$ cat config.mk
export PLATFORM = sky130hd
export DESIGN_NAME = tree_accum_seq
export DESIGN_NICKNAME = d
export VERILOG_FILES = /design/src/rtl/snn_ff_pkg.sv /design/src/rtl/tree_accum_seq_adder_tree.sv /design/src/rtl/tree_accum_seq.sv
export SDC_FILE = /design/constraint.sdc
export NUM_CORES = 1
export LEC_CHECK = 0
export CELL_PAD_IN_SITES_DETAIL_PLACEMENT = 1
export CELL_PAD_IN_SITES_GLOBAL_PLACEMENT = 1
export CORE_MARGIN = 8
export CORE_UTILIZATION = 38
export DETAILED_ROUTE_END_ITERATION = 10
export PLACE_DENSITY_LB_ADDON = 0.1
export SYNTH_ARGS = -nofsm -noshare
export SYNTH_HDL_FRONTEND = slang
export SYNTH_SLANG_ARGS = --single-unit
$ cat constraint.sdc
create_clock -name clk -period 3.4 [get_ports clk]
set_input_delay 0.51 -clock clk [delete_from_list [all_inputs] [get_ports clk]]
set_output_delay 0.51 -clock clk [all_outputs]
set_load 0.05 [all_outputs]
$ cat src/rtl/snn_ff_pkg.sv
// snn_ff_pkg: shared FSM state type and width helpers for the SNN feed-forward datapath.
package snn_ff_pkg;
  typedef enum logic [1:0] {IDLE, RUN, LAST, DONE} state_e;
  function automatic int aw_f(input int max_chunks);
    return (max_chunks > 1) ? $clog2(max_chunks) : 1;
  endfunction
  function automatic int cw_f(input int max_chunks);
    return $clog2(max_chunks + 1);
  endfunction
  function automatic int sw_f(input int width, input int lanes, input int max_chunks);
    return width + $clog2(lanes) + $clog2(max_chunks);
  endfunction
endpackage

$ cat src/rtl/tree_accum_seq_adder_tree.sv
// adder_tree: combinational pairwise reduction of N unsigned lanes.
module adder_tree #(
  parameter int N     = 4,
  parameter int WIDTH = 16
) (
  input  logic [N*WIDTH-1:0]         data_in,
  output logic [WIDTH+$clog2(N)-1:0] sum_out
);
  localparam int OW = WIDTH + $clog2(N);
  localparam int P  = 1 << $clog2(N);
  // heap layout: node 0 is the root, children of i are 2i+1 and 2i+2, leaves padded to a power of two
  logic [OW-1:0] node [2*P-1];
  for (genvar i = 0; i < P; i++) begin : g_leaf
    if (i < N) begin : g_in
      assign node[P-1+i] = OW'(data_in[WIDTH*i +: WIDTH]);
    end else begin : g_pad
      assign node[P-1+i] = '0;
    end
  end
  for (genvar i = 0; i < P-1; i++) begin : g_node
    assign node[i] = node[2*i+1] + node[2*i+2];
  end
  assign sum_out = node[0];
endmodule

$ cat src/rtl/tree_accum_seq.sv
// tree_accum_seq: streams buffer chunks through one shared adder tree and accumulates the total.
module tree_accum_seq
  import snn_ff_pkg::*;
#(
  parameter int LANES      = 4,
  parameter int WIDTH      = 16,
  parameter int MAX_CHUNKS = 8
) (
  input  logic                                    clk,
  input  logic                                    rst,
  input  logic                                    start,
  input  logic [cw_f(MAX_CHUNKS)-1:0]             num_chunks,
  input  logic                                    abort,
  output logic                                    busy,
  output logic                                    rd_en,
  output logic [aw_f(MAX_CHUNKS)-1:0]             rd_addr,
  input  logic [LANES*WIDTH-1:0]                  rd_data,
  output logic [sw_f(WIDTH, LANES, MAX_CHUNKS)-1:0] sum,
  output logic                                    sum_valid,
  input  logic                                    sum_ready
);
  localparam int AW = aw_f(MAX_CHUNKS);
  localparam int CW = cw_f(MAX_CHUNKS);
  localparam int SW = sw_f(WIDTH, LANES, MAX_CHUNKS);
  localparam int TW = WIDTH + $clog2(LANES);
  state_e        state_q, state_d;
  logic [CW-1:0] n_q, n_d, cnt_q, cnt_d, n_clamp;
  logic [SW-1:0] acc_q, acc_d;
  logic          data_vld_q, data_vld_d;
  logic [TW-1:0] tree_out;
  adder_tree #(.N(LANES), .WIDTH(WIDTH)) u_tree (.data_in(rd_data), .sum_out(tree_out));
  assign n_clamp   = (num_chunks > CW'(MAX_CHUNKS)) ? CW'(MAX_CHUNKS) : num_chunks;
  assign busy      = state_q != IDLE;
  assign rd_en     = state_q == RUN;
  assign rd_addr   = cnt_q[AW-1:0];
  assign sum_valid = state_q == DONE;
  assign sum       = sum_valid ? acc_q : '0;
  always_comb begin
    state_d    = state_q;
    n_d        = n_q;
    cnt_d      = cnt_q;
    acc_d      = (data_vld_q && !abort) ? acc_q + SW'(tree_out) : acc_q;
    data_vld_d = !abort && rd_en;
    if (abort) state_d = IDLE;
    else case (state_q)
      IDLE: if (start) begin
        n_d     = n_clamp;
        cnt_d   = '0;
        acc_d   = '0;
        // an empty reduction still passes through LAST so its latency matches n+1 edges
        state_d = (n_clamp == '0) ? LAST : RUN;
      end
      RUN: begin
        cnt_d   = cnt_q + CW'(1);
        state_d = (cnt_q == n_q - CW'(1)) ? LAST : RUN;
      end
      LAST: state_d = DONE;
      DONE: state_d = sum_ready ? IDLE : DONE;
    endcase
  end
  always_ff @(posedge clk or posedge rst) begin
    if (rst) begin
      state_q    <= IDLE;
      n_q        <= '0;
      cnt_q      <= '0;
      acc_q      <= '0;
      data_vld_q <= 1'b0;
    end else begin
      state_q    <= state_d;
      n_q        <= n_d;
      cnt_q      <= cnt_d;
      acc_q      <= acc_d;
      data_vld_q <= data_vld_d;
    end
  end
endmodule
==> metrics list <==
* CP endpoint kind: register
* Area of all placed cells without fillers: 6167 um^2
- Across the run, the number of max-cap violations was 0.
* Worst setup slack after layout: -0.2758 ns
- The first global-routing pass estimated 21800 um of wire.
* Die extent in y: approximately 120 um
- Fmax: around 270 MHz
* Slew Limit Fails: 0
- Cell with the most instances after synthesis: sky130_fd_sc_hd__inv_1
- The congestion estimate from routability-driven global placement came to between 0.8 and 0.9.
- Classification of the worst setup path: in2reg
- Kind of path behind the tightest hold check: reg2reg
* CTS H-tree depth: 2
- Leak Pwr: around 3.2 nW
- Cell variety after synth: 54
- Proportion of synthesized chip area in sequential cells: between 10% and 20%
- During synthesis, Yosys emitted a total of 0 warnings.
* Top post-synthesis cells by area: sky130_fd_sc_hd__fa_1 (23%), sky130_fd_sc_hd__dfrtp_1 (20%), sky130_fd_sc_hd__inv_1 (14%)
* Top-area cell type share of the netlist area: about 23%
- Maximum number of pins on one net before global-route repair: 30
* DP Worst Slack: -1.096 ns
- The flow ran to the end, but the final reports show violations.
* Cell taking the most area after synthesis: sky130_fd_sc_hd__fa_1
- Clock skew on the completed layout was measured at between 0.005 and 0.006 ns.
- Of the cells placed in the final design, the portion with a size suffix greater than 1 is between 30% and 40%.
* GR Overflow Total: 0
- Post-Route WL: between 10000 and 15000 um
- Syn Std Cell Area: between 4000 and 5000 um^2
* Cell at the root of the clock tree: sky130_fd_sc_hd__clkbuf_8
* Global-route usage over all layers: around 18%
- The HPWL after detailed placement is 9992 um.
- Top flip-flop cell by instance count after synthesis: sky130_fd_sc_hd__dfrtp_1
- At the worst endpoint, the required time is between 3 and 4 ns.
- Clk Latency, worst-skew pair: roughly 0.28 ns
- Total negative setup slack: -2.140 ns
- No sink is reached through more buffers than the 2 on the longest clock path.
- Yosys mapped a number of flops with a built-in enable equal to 0.
- Violations in the final reports: negative setup slack
- Most frequent cells after synthesis: sky130_fd_sc_hd__inv_1 (149), sky130_fd_sc_hd__fa_1 (47), sky130_fd_sc_hd__nand2_1 (39)
- The repair_antennas step left the layout with diodes totalling 0.
- Number of placement rows: 38
* Clock buffer count from CTS: 5
- Setup repair after global routing could not meet its margin everywhere.
* Cells after synthesis: between 400 and 500
- Kind of launch point of the worst setup path: primary input
- At the end of the flow the core is filled with cells to between 50 and 60%.
* Pwr/cell area: approximately 940 nW/um^2
- Headroom to the max-slew limit came out at a little under two fifths.
* Count of vias placed by the detailed router: 3867
- TritonCTS clock tree: done
- Port buffering added between 90 and 100 buffers.
- Antenna-violating nets left: 0
- End of the worst hold path: n_q[3]$_DFFE_PP0P_
* Fraction of the cycle the final worst path needs: 108.1%
- Number of detailed-routing iterations run before antenna repair: 5
- Reg-to-reg critical path startpoint: acc_q[1]$_DFF_PP0_
- Data arrival at the endpoint of the critical path: 3.85 ns
* Number of top-level pins: 100
- Of all flip-flops after synthesis, the portion carrying an async set or reset was 100.0%.
- For the pin with the worst max-slew slack, the measured transition is ~0.94 ns.
- After detailed routing, the number of remaining DRC violations is 0.
- The worst register-to-register path has a depth of 14.
- Along the worst path, the maximum fanout reaches 3.
- Largest vdd supply drop: between 0.3 and 0.4 mV
* Endpoint of the most critical register-to-register path: acc_q[17]$_DFF_PP0_
* Initial antenna violation count: 0
- The floorplan step defined a die boundary enclosing about 14000 um^2.
- In this run the most critical hold path is launched from n_q[3]$_DFFE_PP0P_.
* Fin. Hold Viols: 0
* Shortest clock period the worst path allows after layout: about 3.7 ns
* Synth Net Count: approximately 640
* Count of hold buffers inserted by post-cts repair: 0
- From synthesis to final layout, the design area changed by 50.27%.
* CTS clk-pin slew, worst paths: about 0.070 ns
- Measured along the x axis, the die boundary spans 119.9 um.
* Register-to-Register Setup Slack: approximately 0.57 ns
- Initial core utilization: a little under two fifths
* Number of setup violations in the final report: 13
- In this run the cell area measured after placement is 5560 um^2.
* Layout Nets: roughly 800
* Number of clock sinks seen by CTS: 32
* Drt first-iter violations: between 100 and 150
- Via count of the first global-routing pass: 4408
- Mean Syn Cell Area: a little over 8 um^2
* Register bit total from synthesis: 32
- Dividing the detail-routed wire length by the instance count gives 17.18 um.
- Using the TritonRoute via totals, the vias-per-cell ratio works out to 4.920.
- Number of cells on the worst hold path: 2
- Core box area: ~11000 um^2
## final cells by class
class                   instances  area, um^2
fillers                      1278        4531
multi-input cells             296        3099
repair buffers                161        1415
flip-flops and latches         32       800.8
inverters                     149       569.3
well taps                     140       175.2
clock buffers                   6       72.57
clock inverters                 2       35.03
## metrics by stage
stage | hold slack, ns | total power [mW] | std cells
after floorplan | 0.4614 | 2.747 | 494
after global placement | 0.4882 | 3.821 | 756
after detailed placement | 0.4973 | 3.960 | 756
after CTS | 0.5203 | 5.225 | 779
after global routing | 0.5539 | 6.203 | 786
final | 0.5180 | 5.792 | 786
## routing by layer
layer	GRT usage [%]	share of wire (%)	up-vias
met5	0	0	-
met2	35.21	54	82
li1	-	-	1824
met4	3.201	1.4	0
met3	2.395	3.3	14
met1	21.56	41	1947
## how the worst max path moves through the flow
| stage | from | slack, ns | to |
|---|---|---|---|
| 2_1_floorplan | rd_data[15] | -0.29 | acc_q[18]$_DFF_PP0_ |
| 3_3_place_gp | rd_data[35] | -0.94 | acc_q[18]$_DFF_PP0_ |
| 3_5_place_dp | rd_data[6] | -1.10 | acc_q[15]$_DFF_PP0_ |
| 4_1_cts | rd_data[35] | -0.25 | acc_q[16]$_DFF_PP0_ |
| 5_1_grt | rd_data[33] | -0.36 | acc_q[17]$_DFF_PP0_ |
| 6_report | rd_data[33] | -0.28 | acc_q[17]$_DFF_PP0_ |
## critical path, stage by stage
cell                       delay [ns]
sky130_fd_sc_hd__buf_8           0.07
sky130_fd_sc_hd__inv_4           0.02
sky130_fd_sc_hd__fa_1            0.55
sky130_fd_sc_hd__fa_1            0.44
sky130_fd_sc_hd__fa_1            0.44
sky130_fd_sc_hd__inv_1           0.09
sky130_fd_sc_hd__ha_2            0.20
sky130_fd_sc_hd__inv_2           0.05
sky130_fd_sc_hd__fa_2            0.37
sky130_fd_sc_hd__nand2b_4        0.16
sky130_fd_sc_hd__a21oi_2         0.17
sky130_fd_sc_hd__o211ai_1        0.10
sky130_fd_sc_hd__buf_4           0.17
sky130_fd_sc_hd__buf_6           0.12
sky130_fd_sc_hd__a21oi_4         0.14
sky130_fd_sc_hd__xnor2_1         0.14
sky130_fd_sc_hd__o21ai_1         0.08
## registers in the layout, summed over array words and instances (netlist names)
register / count
acc_q: 21
cnt_q: 4
data_vld_q: 1
n_q: 4
state_q: 2
## repair_timing
action / CTS / global route
gates resized for setup: 165 / 81
setup buffers: 15 / 10
pin swaps: 98 / 55
setup endpoints to repair: 18 / 15
## layout by cell type, fill, tap and decap left out, drive strengths merged, types with 5 or more instances in the layout
master	synthesis	routed
inv	149	149
xor2	5	5
a21oi	27	27
xnor2	13	13
and3	23	23
dfrtp	32	32
a21o	10	10
nor3	7	7
nor2	15	15
ha	25	25
nand2	40	40
dlygate4sd2	0	15
o21a	5	5
o21ai	16	16
clkdlybuf4s50	0	51
buf	7	78
clkbuf	10	16
nand2b	7	7
fa	47	47
nand3	10	10
## power by group
part           total (mW)  internal [mW]  switching (mW)
clock network       0.367          0.218           0.150
logic                4.79           2.46            2.34
registers           0.630          0.492           0.138
## kinds of logic (layout without fill, tap and decap cells)
| group | Yosys count | count (layout) | synth area share [%] |
|---|---|---|---|
| adder cells (fa/ha/maj) | 72 | 72 | 30.55 |
| AND/OR/NAND/NOR | 122 | 122 | 15.82 |
| buffers and inverters | 166 | 318 | 16.13 |
| multiplexers | 4 | 4 | 1.037 |
| flip-flops | 32 | 32 | 19.51 |
| XOR/XNOR | 18 | 18 | 3.841 |
| AO/OA/AOI/OAI | 80 | 80 | 13.11 |
Power figures use the tool's default switching activity.
